$ cat src/rtl/led_matrix_scan.sv
// Multiplexed bicolour LED matrix scanner: per-row dwell, anti-ghost blanking,
// duty-based brightness and a double-buffered frame load with valid/ready handshake.
module led_matrix_scan #(
    parameter int ROWS           = 8,
    parameter int COLS           = 8,
    parameter int DWELL          = 1000,
    parameter int BLANK          = 16,
    parameter int ROW_ACTIVE_LOW = 1
) (
    input  logic                 clk,
    input  logic                 rst_n,
    input  logic                 enable,
    input  logic [3:0]           brightness,
    input  logic [ROWS*COLS-1:0] frame_r,
    input  logic [ROWS*COLS-1:0] frame_g,
    input  logic                 load_valid,
    output logic                 load_ready,
    output logic                 frame_start,
    output logic [COLS-1:0]      col_r,
    output logic [COLS-1:0]      col_g,
    output logic [ROWS-1:0]      row
);

    localparam int MAXC = (DWELL > BLANK) ? DWELL : BLANK;
    localparam int CW   = $clog2(MAXC);
    localparam int RW   = $clog2(ROWS);
    localparam int PW   = CW + 5;
    localparam logic [ROWS-1:0] ROW_OFF = (ROW_ACTIVE_LOW != 0) ? '1 : '0;

    typedef enum logic [1:0] {S_IDLE, S_BLANK, S_DRIVE} state_t;

    state_t                r_state;
    logic [CW-1:0]         r_cnt;
    logic [RW-1:0]         r_row_idx;
    logic [CW:0]           r_on;
    logic [ROWS*COLS-1:0]  r_act_r, r_act_g, r_shd_r, r_shd_g;
    logic                  r_ready;
    logic                  r_frame_start;
    logic [ROWS-1:0]       r_row;
    logic [COLS-1:0]       r_col_r, r_col_g;

    state_t                w_state_n;
    logic [CW-1:0]         w_cnt_n;
    logic [RW-1:0]         w_row_n;
    logic                  w_frame_chk;
    logic                  w_drive_entry;
    logic [PW-1:0]         w_prod;
    logic [CW:0]           w_on_new;
    logic [CW:0]           w_on;
    logic [ROWS-1:0]       w_sel;
    logic [COLS-1:0]       w_slice_r, w_slice_g;

    always_comb begin
        w_state_n     = r_state;
        w_cnt_n       = r_cnt;
        w_row_n       = r_row_idx;
        w_frame_chk   = 1'b0;
        w_drive_entry = 1'b0;
        if (!enable) begin
            w_state_n = S_IDLE;
            w_cnt_n   = '0;
            w_row_n   = '0;
        end else begin
            case (r_state)
                S_IDLE: begin
                    w_state_n   = S_BLANK;
                    w_cnt_n     = '0;
                    w_row_n     = '0;
                    w_frame_chk = 1'b1;
                end
                S_BLANK: begin
                    if (r_cnt == CW'(BLANK - 1)) begin
                        w_state_n     = S_DRIVE;
                        w_cnt_n       = '0;
                        w_drive_entry = 1'b1;
                    end else begin
                        w_cnt_n = r_cnt + CW'(1);
                    end
                end
                S_DRIVE: begin
                    if (r_cnt == CW'(DWELL - 1)) begin
                        w_state_n = S_BLANK;
                        w_cnt_n   = '0;
                        if (r_row_idx == RW'(ROWS - 1)) begin
                            w_row_n     = '0;
                            w_frame_chk = 1'b1;
                        end else begin
                            w_row_n = r_row_idx + RW'(1);
                        end
                    end else begin
                        w_cnt_n = r_cnt + CW'(1);
                    end
                end
                default: w_state_n = S_IDLE;
            endcase
        end
    end

    // On-time is latched at DRIVE entry; the entry cycle itself uses the fresh value.
    always_comb begin
        w_prod   = (PW'(brightness) + PW'(1)) * PW'(DWELL);
        w_on_new = (CW+1)'(w_prod >> 4);
        w_on     = w_drive_entry ? w_on_new : r_on;
    end

    always_comb begin
        w_sel     = '0;
        w_slice_r = '0;
        w_slice_g = '0;
        for (int unsigned i = 0; i < ROWS; i++) begin
            if (w_row_n == RW'(i)) begin
                w_sel[i]  = 1'b1;
                w_slice_r = r_act_r[i*COLS +: COLS];
                w_slice_g = r_act_g[i*COLS +: COLS];
            end
        end
    end

    always_ff @(posedge clk or negedge rst_n) begin
        if (!rst_n) begin
            r_state   <= S_IDLE;
            r_cnt     <= '0;
            r_row_idx <= '0;
            r_on      <= '0;
        end else begin
            r_state   <= w_state_n;
            r_cnt     <= w_cnt_n;
            r_row_idx <= w_row_n;
            if (w_drive_entry) r_on <= w_on_new;
        end
    end

    // Swap and load are mutually exclusive: a swap needs a pending frame, a load needs none.
    always_ff @(posedge clk or negedge rst_n) begin
        if (!rst_n) begin
            r_act_r <= '0;
            r_act_g <= '0;
            r_shd_r <= '0;
            r_shd_g <= '0;
            r_ready <= 1'b1;
        end else if (w_frame_chk && !r_ready) begin
            r_act_r <= r_shd_r;
            r_act_g <= r_shd_g;
            r_ready <= 1'b1;
        end else if (load_valid && r_ready) begin
            r_shd_r <= frame_r;
            r_shd_g <= frame_g;
            r_ready <= 1'b0;
        end
    end

    // Outputs are registered from next-state values so they track the FSM without lag.
    always_ff @(posedge clk or negedge rst_n) begin
        if (!rst_n) begin
            r_frame_start <= 1'b0;
            r_row         <= ROW_OFF;
            r_col_r       <= '0;
            r_col_g       <= '0;
        end else begin
            r_frame_start <= w_frame_chk;
            if (w_state_n == S_DRIVE) begin
                r_row <= (ROW_ACTIVE_LOW != 0) ? ~w_sel : w_sel;
                if ({1'b0, w_cnt_n} < w_on) begin
                    r_col_r <= w_slice_r;
                    r_col_g <= w_slice_g;
                end else begin
                    r_col_r <= '0;
                    r_col_g <= '0;
                end
            end else begin
                r_row   <= ROW_OFF;
                r_col_r <= '0;
                r_col_g <= '0;
            end
        end
    end

    assign load_ready  = r_ready;
    assign frame_start = r_frame_start;
    assign col_r       = r_col_r;
    assign col_g       = r_col_g;
    assign row         = r_row;

endmodule

$ cat config.mk
export PLATFORM = sky130hd
export DESIGN_NAME = led_matrix_scan
export DESIGN_NICKNAME = d
export VERILOG_FILES = /design/src/rtl/led_matrix_scan.sv
export SDC_FILE = /design/constraint.sdc
export NUM_CORES = 1
export LEC_CHECK = 0
export BUFFER_PORTS_ARGS = -buffer_cell sky130_fd_sc_hd__buf_2
export CAP_MARGIN = 20
export CORE_MARGIN = 5
export CORE_UTILIZATION = 40
export CTS_BUF_LIST = sky130_fd_sc_hd__clkbuf_16
export DETAILED_ROUTE_END_ITERATION = 12
export PLACE_DENSITY = 0.59
export SLEW_MARGIN = 10
export SYNTH_ARGS = -nofsm -noshare
export SYNTH_HDL_FRONTEND = slang
export SYNTH_SLANG_ARGS = --single-unit
$ cat constraint.sdc
create_clock -name clk -period 11.29 [get_ports clk]
set_clock_uncertainty 0.05 [all_clocks]
set_input_delay 2.258 -clock clk [delete_from_list [all_inputs] [get_ports clk]]
set_output_delay 2.258 -clock clk [all_outputs]
set_load 0.005 [all_outputs]
# Word level (Yosys, flattened, before mapping)
# Cells that the tools add are included.
totals:
  register_bits: 308
  input_bits: 136
  output_inout_bits: 26
  word_cells: 91
op_classes:
  add_sub_neg: 3
  n_mul: 1
  n_lt_le_gt_ge: 1
  n_eq_ne: 13
  mux: 51
  n_bitwise: 2
  n_reduce_logical: 7
ops:
  columns: ["op", "count"]
  rows:
  - ["2-to-1 mux 8 bit", 21]
  - ["2-to-1 mux 10 bit", 3]
  - ["one-hot mux 10 bit (3 select lines)", 1]
  - ["2-to-1 mux 1 bit", 16]
  - ["== test 3 bit, second input constant", 5]
  - ["multiplier 5 x 7 -> 12 bit, second input constant", 1]
  - ["< comparator 10 x 11 -> 1 bit", 1]
  - ["2-to-1 mux 11 bit", 1]
  - ["adder 10 x 1 -> 10 bit, second input constant", 1]
  - ["== test 10 bit, second input constant", 1]
  - ["== test 10 x 4 -> 1 bit, second input constant", 1]
  - ["2-to-1 mux 3 bit", 3]
  - ["inverter 8 bit", 1]
  - ["== test 3 x 2 -> 1 bit, second input constant", 2]
  - ["2-to-1 mux 2 bit", 3]
  - ["one-hot mux 2 bit (3 select lines)", 1]
  - ["one-hot mux 3 bit (2 select lines)", 1]
  - ["adder 4 x 1 -> 5 bit, second input constant", 1]
  - ["== test 2 bit, second input constant", 2]
  - ["adder 3 x 1 -> 3 bit, second input constant", 1]
  - ["== test 3 x 1 -> 1 bit, second input constant", 1]
  - ["zero test 3 bit", 1]
  - ["== test 2 x 1 -> 1 bit, second input constant", 1]
  - ["logical AND 1 bit", 2]
  - ["other kinds (6)", 6]

# Depth between registers and ports, before layout
# Gate-level depths: netlist (run 1).
logic_depth:
  depth_word: 16
  depth_mapped: 23
  ltp_nobuf: 22

# Worst setup path before layout (run 1)
# Ideal clock, no wire load.
synth_timing:
  kind: "input to register"
  start: "input port brightness[0]"
  end: "register r_col_g[5] (netlist: col_g[5])"
  setup_ns: 0.077
  arrival_time_ns: 6.800
  slack_ns: 4.362
  stages: 21
  cell_sequence: "ha_1 xor2_1 inv_1 fa_1 fa_1 fa_1 inv_1 ha_1 o21a_1 o31ai_1 nand2_1 xor2_1 mux2i_1 ha_1 o21ai_0 a21oi_1 a2111oi_0 o21ai_1 a31o_2 buf_2 a21oi_1"
synth_between:
  elab_chain_len: 6
synth_rtl:
  columns: ["element", "line", "rtl"]
  rows:
  - ["start: declaration", "13", "input logic [3:0] brightness,"]
  - ["adder 4 x 1 -> 5 bit", "101", "w_prod = (PW'(brightness) + PW'(1)) * PW'(DWELL);"]
  - ["multiplier 5 x 7 -> 12 bit", "101", null]
  - ["2-to-1 mux 11 bit", null, null]
  - ["< comparator 10 x 11 -> 1 bit", "163", "if ({1'b0, w_cnt_n} < w_on) begin"]
  - ["2-to-1 mux 8 bit", "163", null]
  - ["2-to-1 mux 8 bit", "161", "if (w_state_n == S_DRIVE) begin"]
  - ["end signal: assignment", "165", "r_col_g <= w_slice_g;"]
  - ["end: declaration", "40", "logic [COLS-1:0] r_col_r, r_col_g;"]
# No other way between the ends.
# A chain may end at the register's enable or synchronous reset.

# Worst setup path after layout (run 1)
layout_timing:
  start: "input port brightness[0]"
  end: "register r_col_g[3] (netlist: col_g[3])"
# Same word-level chain as after synthesis.

==> impl_results.rst, run 1 <==
.. list-table::
   :header-rows: 1

   * - Metric
     - Value
   * - Largest voltage drop on the vdd net
     - 0.09741 mV
   * - Fraction of the cycle the final worst path needs
     - 62.43%
   * - Capturing element type of the critical path
     - register
   * - Static leakage
     - approximately 0.0075 uW
   * - Insertion delay to the later sink of the worst-skew pair
     - between 0.5 and 0.6 ns
   * - Total half-perimeter wirelength after legalization and detailed placement
     - 22.40 mm
   * - Layout net count
     - 1379
   * - Die height
     - roughly 200 um
   * - Multi-input gate area in the final layout
     - 5788 sq um
   * - H-Tree Depth
     - 2
   * - Layout cell share with drive strength beyond 1
     - between 30% and 40%
   * - Post_cts resized
     - 0
   * - Worst endpoint required time
     - 11.68 ns
   * - Sequential cell area fraction in the yosys report
     - a little under three fifths
   * - Longest individual stage delay on the worst path
     - 0.54 ns
   * - Avg Vias per Cell
     - 5.188
   * - Worst path cell trace
     - buf_2 -> ha_1 -> xor2_1 -> inv_1 -> fa_1 -> fa_1 -> fa_1 -> inv_1 -> ha_1 -> o21a_1 -> o31ai_1 -> nand2_1 -> xor2_1 -> mux2i_1 -> ha_1 -> o21ai_0 -> a21oi_1 -> a2111oi_0 -> o21ai_1 -> a31o_2 -> a21oi_1
   * - TritonCTS clock tree
     - done
   * - Overall routing resource usage
     - 16.89%
   * - Slowest-stage cell, CP
     - sky130_fd_sc_hd__fa_1
   * - Cell family with most CP delay
     - adder cells
   * - Count of routing violations after the opening detailed-route iteration
     - 468
   * - Setup repair after global routing missed its margin
     - no
   * - Length of the first detailed-routing pass in iterations
     - 4
   * - Buffers and inverters on the worst path
     - 3
   * - Dpl cells
     - 1614
   * - Share of flip-flops with an asynchronous set or reset after synthesis
     - 100.0%
   * - Die boundary width
     - a little under 200 um
   * - Worst min-delay path category
     - reg -> reg
   * - CTS Sinks
     - 308
   * - WL per Instance
     - 19.27 um
   * - Mean instance size in the synthesized netlist
     - 13.27 sq um
   * - Distinct cell type count after synthesis
     - 66
   * - Maximum number of pins on one net before global-route repair
     - 95
   * - Most frequently used flop master after synthesis
     - sky130_fd_sc_hd__dfrtp_1
   * - Synthesis Warnings
     - 0
   * - Filler cell count
     - roughly 3200
   * - Nature of the critical path startpoint
     - input port
   * - Max-slew headroom at the worst pin
     - 32.34%
   * - Max Cap Violations
     - 0
   * - Power per unit of standard cell area
     - 193.1 nW/um^2
   * - Global-route wire length before repair
     - 51.83 mm
   * - Routability cong.
     - just over 0.8
   * - Sum of negative setup slack
     - 0 ns
   * - Core Rows
     - 68
   * - Outcome
     - complete, no violations
   * - Die Footprint
     - 38560 sq um
   * - Hold violation total from the final report
     - 0
   * - Hold Buf Count CTS
     - 0
   * - Floorplan core area
     - ~34000 sq um
   * - Initial cell density of the core
     - 40.32%
   * - Count of non-filler cells in the finished layout
     - 1682
   * - Initial antenna violation count
     - 1
   * - Max frequency
     - 141.9 MHz
   * - Count of antenna-violating nets left after detailed routing
     - 0
   * - CTS buffer count
     - 36
   * - Top-Level Pins
     - between 150 and 200
   * - Classification of the worst setup path
     - in -> reg
   * - Post-synthesis cell area
     - 13890 sq um
   * - Wire length reported by the detailed router
     - 32.41 mm
   * - Post-layout minimum cycle time
     - about 7.0 ns
   * - Via count of the first global-routing pass
     - just over 9000
   * - Final count of negative-setup-slack endpoints
     - 0
   * - CTS clock-pin slew for the worst setup and hold paths
     - approximately 0.060 ns
   * - Remaining design rule violation count
     - 0
   * - Via Count
     - 8726
   * - Number of I/O port buffers
     - between 150 and 200
   * - Layout overhead on the synthesized area
     - 17.05%
   * - FF+latch area
     - about 7700 sq um
   * - Max Transition Viols Final
     - 0
   * - Leftover overflow at the end of global routing
     - 0
   * - Number of nets produced by synthesis
     - 1227
   * - Post-synthesis instance total
     - 1047
   * - Root Driver
     - sky130_fd_sc_hd__clkbuf_16
   * - Number of synthesized register bits
     - 308
   * - Arrival @ worst endpoint
     - 7.44 ns
   * - Number of enable flip-flop cells after synthesis
     - 0
   * - Critical path fanouts, max
     - 16
   * - Buffers inserted during post-CTS setup optimization
     - 0
   * - Buffer depth of the longest clock path
     - 3
   * - Worst Max-Slew Pin Slew
     - 1.015 ns
## cell type report
class	count	area share (%)
Inverter	42	0.9695
Sequential cell	308	47.46
Tap cell	455	3.501
Antenna cell	2	0.03078
Timing Repair Buffer	175	5.786
Clock inverter	28	1.116
Clock buffer	36	5.540
Multi-Input combinational cell	636	35.59
## synthesized netlist by cell type, types with 9 or more instances
cell,n,area [sq um]
sky130_fd_sc_hd__mux2_2,136,1531
sky130_fd_sc_hd__nand2_1,39,146.4
sky130_fd_sc_hd__o21ai_0,11,55.05
sky130_fd_sc_hd__o211ai_1,14,105.1
sky130_fd_sc_hd__fa_1,10,200.2
sky130_fd_sc_hd__inv_1,40,150.1
sky130_fd_sc_hd__mux2i_1,19,190.2
sky130_fd_sc_hd__nor2_1,19,71.32
sky130_fd_sc_hd__a22oi_1,14,105.1
sky130_fd_sc_hd__and4_1,14,122.6
sky130_fd_sc_hd__o2bb2ai_1,13,113.9
sky130_fd_sc_hd__ha_1,34,425.4
sky130_fd_sc_hd__dfrtp_1,299,7482
sky130_fd_sc_hd__mux2_1,120,1351
sky130_fd_sc_hd__xor2_1,12,105.1
sky130_fd_sc_hd__nand3_1,28,140.1
sky130_fd_sc_hd__clkbuf_1,28,105.1
sky130_fd_sc_hd__a21oi_1,35,175.2
sky130_fd_sc_hd__dfstp_2,9,236.5
sky130_fd_sc_hd__o31ai_1,17,127.6
sky130_fd_sc_hd__o21a_1,16,120.1
sky130_fd_sc_hd__buf_2,30,150.1
## cell usage in the layout (no fill, tap or decap), types with 18 or more instances in the layout
| master | n |
|---|---|
| sky130_fd_sc_hd__mux2_2 | 136 |
| sky130_fd_sc_hd__a21oi_1 | 35 |
| sky130_fd_sc_hd__ha_1 | 34 |
| sky130_fd_sc_hd__buf_2 | 160 |
| sky130_fd_sc_hd__dfrtp_1 | 299 |
| sky130_fd_sc_hd__mux2_1 | 120 |
| sky130_fd_sc_hd__nand3_1 | 28 |
| sky130_fd_sc_hd__clkbuf_16 | 36 |
| sky130_fd_sc_hd__nand2_1 | 38 |
| sky130_fd_sc_hd__inv_1 | 48 |
| sky130_fd_sc_hd__nor2_1 | 18 |
| sky130_fd_sc_hd__mux2i_1 | 19 |
## path summary, 6_finish.rpt
check	startpoint	endpoint	slack [ns]	cells after the start
setup / recovery	brightness[0]	col_g[3]$_DFF_PN0_	4.24	21
hold / removal	r_on[0]$_DFF_PN0_	r_on[0]$_DFF_PN0_	0.42	2
setup reg to reg	r_cnt[0]$_DFF_PN0_	r_act_r[31]$_DFFE_PN0P_	7.38	10
hold reg to reg	r_on[0]$_DFF_PN0_	r_on[0]$_DFF_PN0_	0.42	2
max in group asynchronous	rst_n	col_g[4]$_DFF_PN0_	7.33	3
min in group asynchronous	rst_n	r_shd_g[48]$_DFFE_PN0P_	1.68	1
## power breakdown
group          internal [uW]  switching [uW]  leakage (uW)
combinational            293             232       0.00323
sequential              1400             160       0.00371
clock                    607             450      0.000563
## metrics by stage
step / hold slack (ns) / utilization (%) / worst slack [ns] / instance area, sq um / total power (uW)
final: 0.4212 / 47.19 / 4.241 / 16260 / 3140
after global routing: 0.4364 / 47.18 / 3.768 / 16260 / 3325
after CTS: 0.4172 / 47.08 / 4.224 / 16220 / 3197
after detailed placement: 0.4037 / 43.94 / 3.691 / 15140 / 2116
after global placement: 0.3942 / 43.94 / 3.833 / 15140 / 2093
after floorplan: 0.3827 / - / 4.362 / 13890 / 1908
## sequential cells by signal, indices dropped and copies added, names as in the netlist
signal       count
col_r            8
r_row_idx        3
r_shd_g         64
r_act_g         64
r_cnt           10
load_ready       1
col_g            8
r_act_r         64
r_on            11
r_state          2
frame_start      1
r_shd_r         64
row              8
## cell families (layout without fill, tap and decap cells)
logic type	count (synthesis)	in the layout	synth area share, %
AO/OA/AOI/OAI	156	156	7.943
XOR/XNOR	17	17	1.072
adder cells (fa/ha/maj)	44	44	4.503
buffers and inverters	103	281	3.134
flip-flops	308	308	55.56
multiplexers	275	275	22.12
other	0	2	0
AND/OR/NAND/NOR	144	144	5.674
## worst register-to-register path: stages, from the launching register on
cell and delay, ns:
sky130_fd_sc_hd__dfrtp_1 0.38, sky130_fd_sc_hd__ha_1 0.21, sky130_fd_sc_hd__nand3b_1 0.13, sky130_fd_sc_hd__nor3_2 0.49
sky130_fd_sc_hd__nand2_1 0.11, sky130_fd_sc_hd__nand2_1 0.08, sky130_fd_sc_hd__nand3_1 0.17, sky130_fd_sc_hd__nor2_4 0.13
sky130_fd_sc_hd__buf_4 0.61, sky130_fd_sc_hd__buf_4 0.98, sky130_fd_sc_hd__mux2_1 0.45
## layer usage
metal  vias up  wire, um  track usage [%]
met5         -         0                0
met4         0      1024            5.896
met3        53      1323            3.043
met2       168     15590            27.81
met1      4412     14480            22.66
li1       4093         -                -
Power figures use the tool's default switching activity.
==> run 2: changes to the inputs <==
clock period = 6.6 ns   (was 11.29 ns; I/O delays follow)
==> run 2 against run 1 <==
  * Critical path depth unchanged
  * Global-route usage up 0.17 points
  * Sequential share of layout area down 0.051 points
  * Die area unchanged
  * Worst hold slack worse by 0.0082 ns
  * Critical endpoint is now col_g[7]$_DFF_PN0_
==> impl_results.rst, run 2 (same netlist as run 1, synthesis figures left out) <==
.. list-table::
   :header-rows: 1

   * - Metric
     - Value
   * - Commonest cells after routing, fill and taps aside
     - 299 x sky130_fd_sc_hd__dfrtp_1, 160 x sky130_fd_sc_hd__buf_2, 136 x sky130_fd_sc_hd__mux2_2 (unchanged)
   * - Switching portion of total power
     - 26.62% (was 26.81%)
   * - Outcome
     - complete, no violations (unchanged)
   * - Largest voltage drop on the vdd net
     - 0.2043 mV (was 0.09741 mV)
   * - Die boundary width
     - 196.4 um (unchanged)
   * - Pwr Total
     - 5405 uW (was 3140 uW)
   * - Layout cell share with drive strength beyond 1
     - 31.34% (was 31.35%)
   * - Overall routing resource usage
     - 17.06% (was 16.89%)
   * - Power share of the sequential group
     - 49.3% (was 49.6%)
   * - Capturing element type of the critical path
     - register (unchanged)
   * - TritonCTS clock tree
     - done (unchanged)
   * - Buffers inserted during post-CTS setup optimization
     - 0 (unchanged)
   * - Root Driver
     - sky130_fd_sc_hd__clkbuf_16 (unchanged)
   * - Switching power of the nets
     - 1439 uW (was 842.0 uW)
   * - Clock power frac
     - 34.0% (was 33.7%)
   * - PnR worst setup slack
     - 0.7046 ns (was 4.241 ns)
   * - Leftover overflow at the end of global routing
     - 0 (unchanged)
   * - Hold violation total from the final report
     - 0 (unchanged)
   * - Length of the first detailed-routing pass in iterations
     - 7 (was 4)
   * - Max-slew headroom at the worst pin
     - 25.92% (was 32.34%)
   * - Final count of negative-setup-slack endpoints
     - 0 (unchanged)
   * - Nature of the critical path startpoint
     - input port (unchanged)
   * - Number of I/O port buffers
     - 161 (unchanged)
   * - Die height
     - 196.4 um (unchanged)
   * - CTS buffer count
     - 36 (unchanged)
   * - Worst Max-Slew Pin Slew
     - 1.105 ns (was 1.015 ns)
   * - Wire length reported by the detailed router
     - 32.72 mm (was 32.41 mm)
   * - Setup repair after global routing missed its margin
     - no (unchanged)
   * - Top-Level Pins
     - 162 (unchanged)
   * - Most common cell after layout, fill and taps aside
     - sky130_fd_sc_hd__dfrtp_1 (unchanged)
   * - Layout overhead on the synthesized area
     - 17.17% (was 17.05%)
   * - Via count of the first global-routing pass
     - 9393 (was 9280)
   * - Worst min-delay path category
     - reg -> reg (unchanged)
   * - Post-layout minimum cycle time
     - 5.895 ns
   * - Avg Vias per Cell
     - 5.247 (was 5.188)
   * - Static leakage
     - 0.007497 uW (was 0.007499 uW)
   * - Worst endpoint required time
     - 6.98 ns (was 11.68 ns)
   * - Initial cell density of the core
     - 40.32% (unchanged)
   * - WL per Instance
     - 19.50 um (was 19.27 um)
   * - Internal power component
     - 3966 uW (was 2298 uW)
   * - Core Rows
     - 68 (unchanged)
   * - Routability cong.
     - 0.8058 (was 0.8202)
   * - Via Count
     - 8804 (was 8726)
   * - Insertion delay to the later sink of the worst-skew pair
     - 0.52 ns (about the same)
   * - Classification of the worst setup path
     - in -> reg (unchanged)
   * - Die Footprint
     - 38560 sq um (unchanged)
   * - Initial antenna violation count
     - 1 (unchanged)
   * - Max Transition Viols Final
     - 0 (unchanged)
   * - Hold Buf Count CTS
     - 0 (unchanged)
   * - Max Cap Violations
     - 0 (unchanged)
   * - Post_cts resized
     - 0 (unchanged)
   * - Maximum number of pins on one net before global-route repair
     - 129 (was 95)
   * - Arrival @ worst endpoint
     - 6.28 ns (was 7.44 ns)
   * - Floorplan core area
     - 34460 sq um (unchanged)
   * - Sum of negative setup slack
     - 0 ns (unchanged)
   * - Fraction of the cycle the final worst path needs
     - 89.32%
   * - Count of antenna-violating nets left after detailed routing
     - 0 (unchanged)
   * - Total half-perimeter wirelength after legalization and detailed placement
     - 22.62 mm (was 22.40 mm)
   * - Max frequency
     - 169.6 MHz
   * - Place WS
     - 0.1133 ns (was 3.691 ns)
   * - Critical path fanouts, max
     - 16 (unchanged)
   * - CTS clock-pin slew for the worst setup and hold paths
     - 0.06 ns (about the same)
   * - Remaining design rule violation count
     - 0 (unchanged)
   * - CTS Sinks
     - 308 (unchanged)
   * - Buffer depth of the longest clock path
     - 3 (unchanged)
   * - H-Tree Depth
     - 2 (unchanged)
   * - Count of routing violations after the opening detailed-route iteration
     - 392 (was 468)
   * - Layout net count
     - 1379 (unchanged)
   * - Global-route wire length before repair
     - 52.49 mm (was 51.83 mm)
   * - Proportion of power drawn by combinational gates
     - 16.7% (about the same)
   * - Power per unit of standard cell area
     - 332.0 nW/um^2 (was 193.1 nW/um^2)
==> run 2: changes by cell type in the layout (fill, tap and decap cells not counted), moves of 2 or more <==
cell	delta
sky130_fd_sc_hd__clkinv_2	-2
sky130_fd_sc_hd__clkinv_8	+2
sky130_fd_sc_hd__clkinv_1	-2
sky130_fd_sc_hd__buf_12	+2
==> run 2: final timing paths <==
check	depth (start not counted)	slack, ns	to	start
min in group asynchronous	1	0.76	r_act_g[49]$_DFFE_PN0P_	rst_n
worst max register to register	15	2.75	col_g[7]$_DFF_PN0_	r_cnt[0]$_DFF_PN0_
worst min register to register	2	0.41	r_on[0]$_DFF_PN0_	r_on[0]$_DFF_PN0_
max in group asynchronous	2	4.47	r_act_r[30]$_DFFE_PN0P_	rst_n
worst max-delay path	21	0.70	col_g[7]$_DFF_PN0_	brightness[0]
worst min-delay path	2	0.41	r_on[0]$_DFF_PN0_	r_on[0]$_DFF_PN0_
==> run 2: layout make-up <==
type	count	area [sq um]
clock inverters	25	196.4
clock buffers	36	900.9
flip-flops and latches	308	7719
multi-input cells	636	5788
well taps	455	569.3
fillers	3181	18180
repair buffers	175	945.9
diodes	1	2.502
inverters	42	157.7
==> run 2: power by group through the flow <==
stage | logic, uW | registers, uW | clock network [uW]
2_1_floorplan | 681 | 2580 | 0
3_3_place_gp | 902 | 2690 | 0
3_5_place_dp | 927 | 2700 | 0
4_1_cts | 933 | 2670 | 1890
5_1_grt | 1030 | 2730 | 1970
6_report | 901 | 2660 | 1840
==> run 2: critical path, stage by stage <==
cell and delay, ns:
sky130_fd_sc_hd__buf_2 0.19, sky130_fd_sc_hd__ha_1 0.29, sky130_fd_sc_hd__nand3_1 0.20, sky130_fd_sc_hd__inv_1 0.15, sky130_fd_sc_hd__fa_1 0.51, sky130_fd_sc_hd__fa_1 0.53, sky130_fd_sc_hd__fa_1 0.54, sky130_fd_sc_hd__inv_1 0.04
sky130_fd_sc_hd__ha_1 0.31, sky130_fd_sc_hd__o21a_1 0.19, sky130_fd_sc_hd__o31ai_1 0.08, sky130_fd_sc_hd__nand2_1 0.11, sky130_fd_sc_hd__xor2_1 0.15, sky130_fd_sc_hd__mux2i_1 0.17, sky130_fd_sc_hd__ha_1 0.27, sky130_fd_sc_hd__o21ai_0 0.07
sky130_fd_sc_hd__a21oi_1 0.05, sky130_fd_sc_hd__a2111oi_0 0.37, sky130_fd_sc_hd__o21ai_1 0.13, sky130_fd_sc_hd__a31o_2 0.41, sky130_fd_sc_hd__a21oi_1 0.18
==> run 2: through the flow <==
stage	utilization (%)	hold WS, ns	instance area (sq um)	instances
final	47.24	0.4130	16280	1678
after global routing	47.24	0.4452	16280	1678
after CTS	47.24	0.4189	16280	1677
after detailed placement	44.05	0.4067	15180	1616
after global placement	44.05	0.3952	15180	1616
after floorplan	-	0.3827	13890	1047
==> run 2: layer usage <==
metal  up-vias  track usage, %  wire (um)
met2       191           29.07      16260
li1       4095               -          -
met3        46           2.547       1270
met1      4472           23.13      14550
met5         -               0          0
met4         0           4.189        645
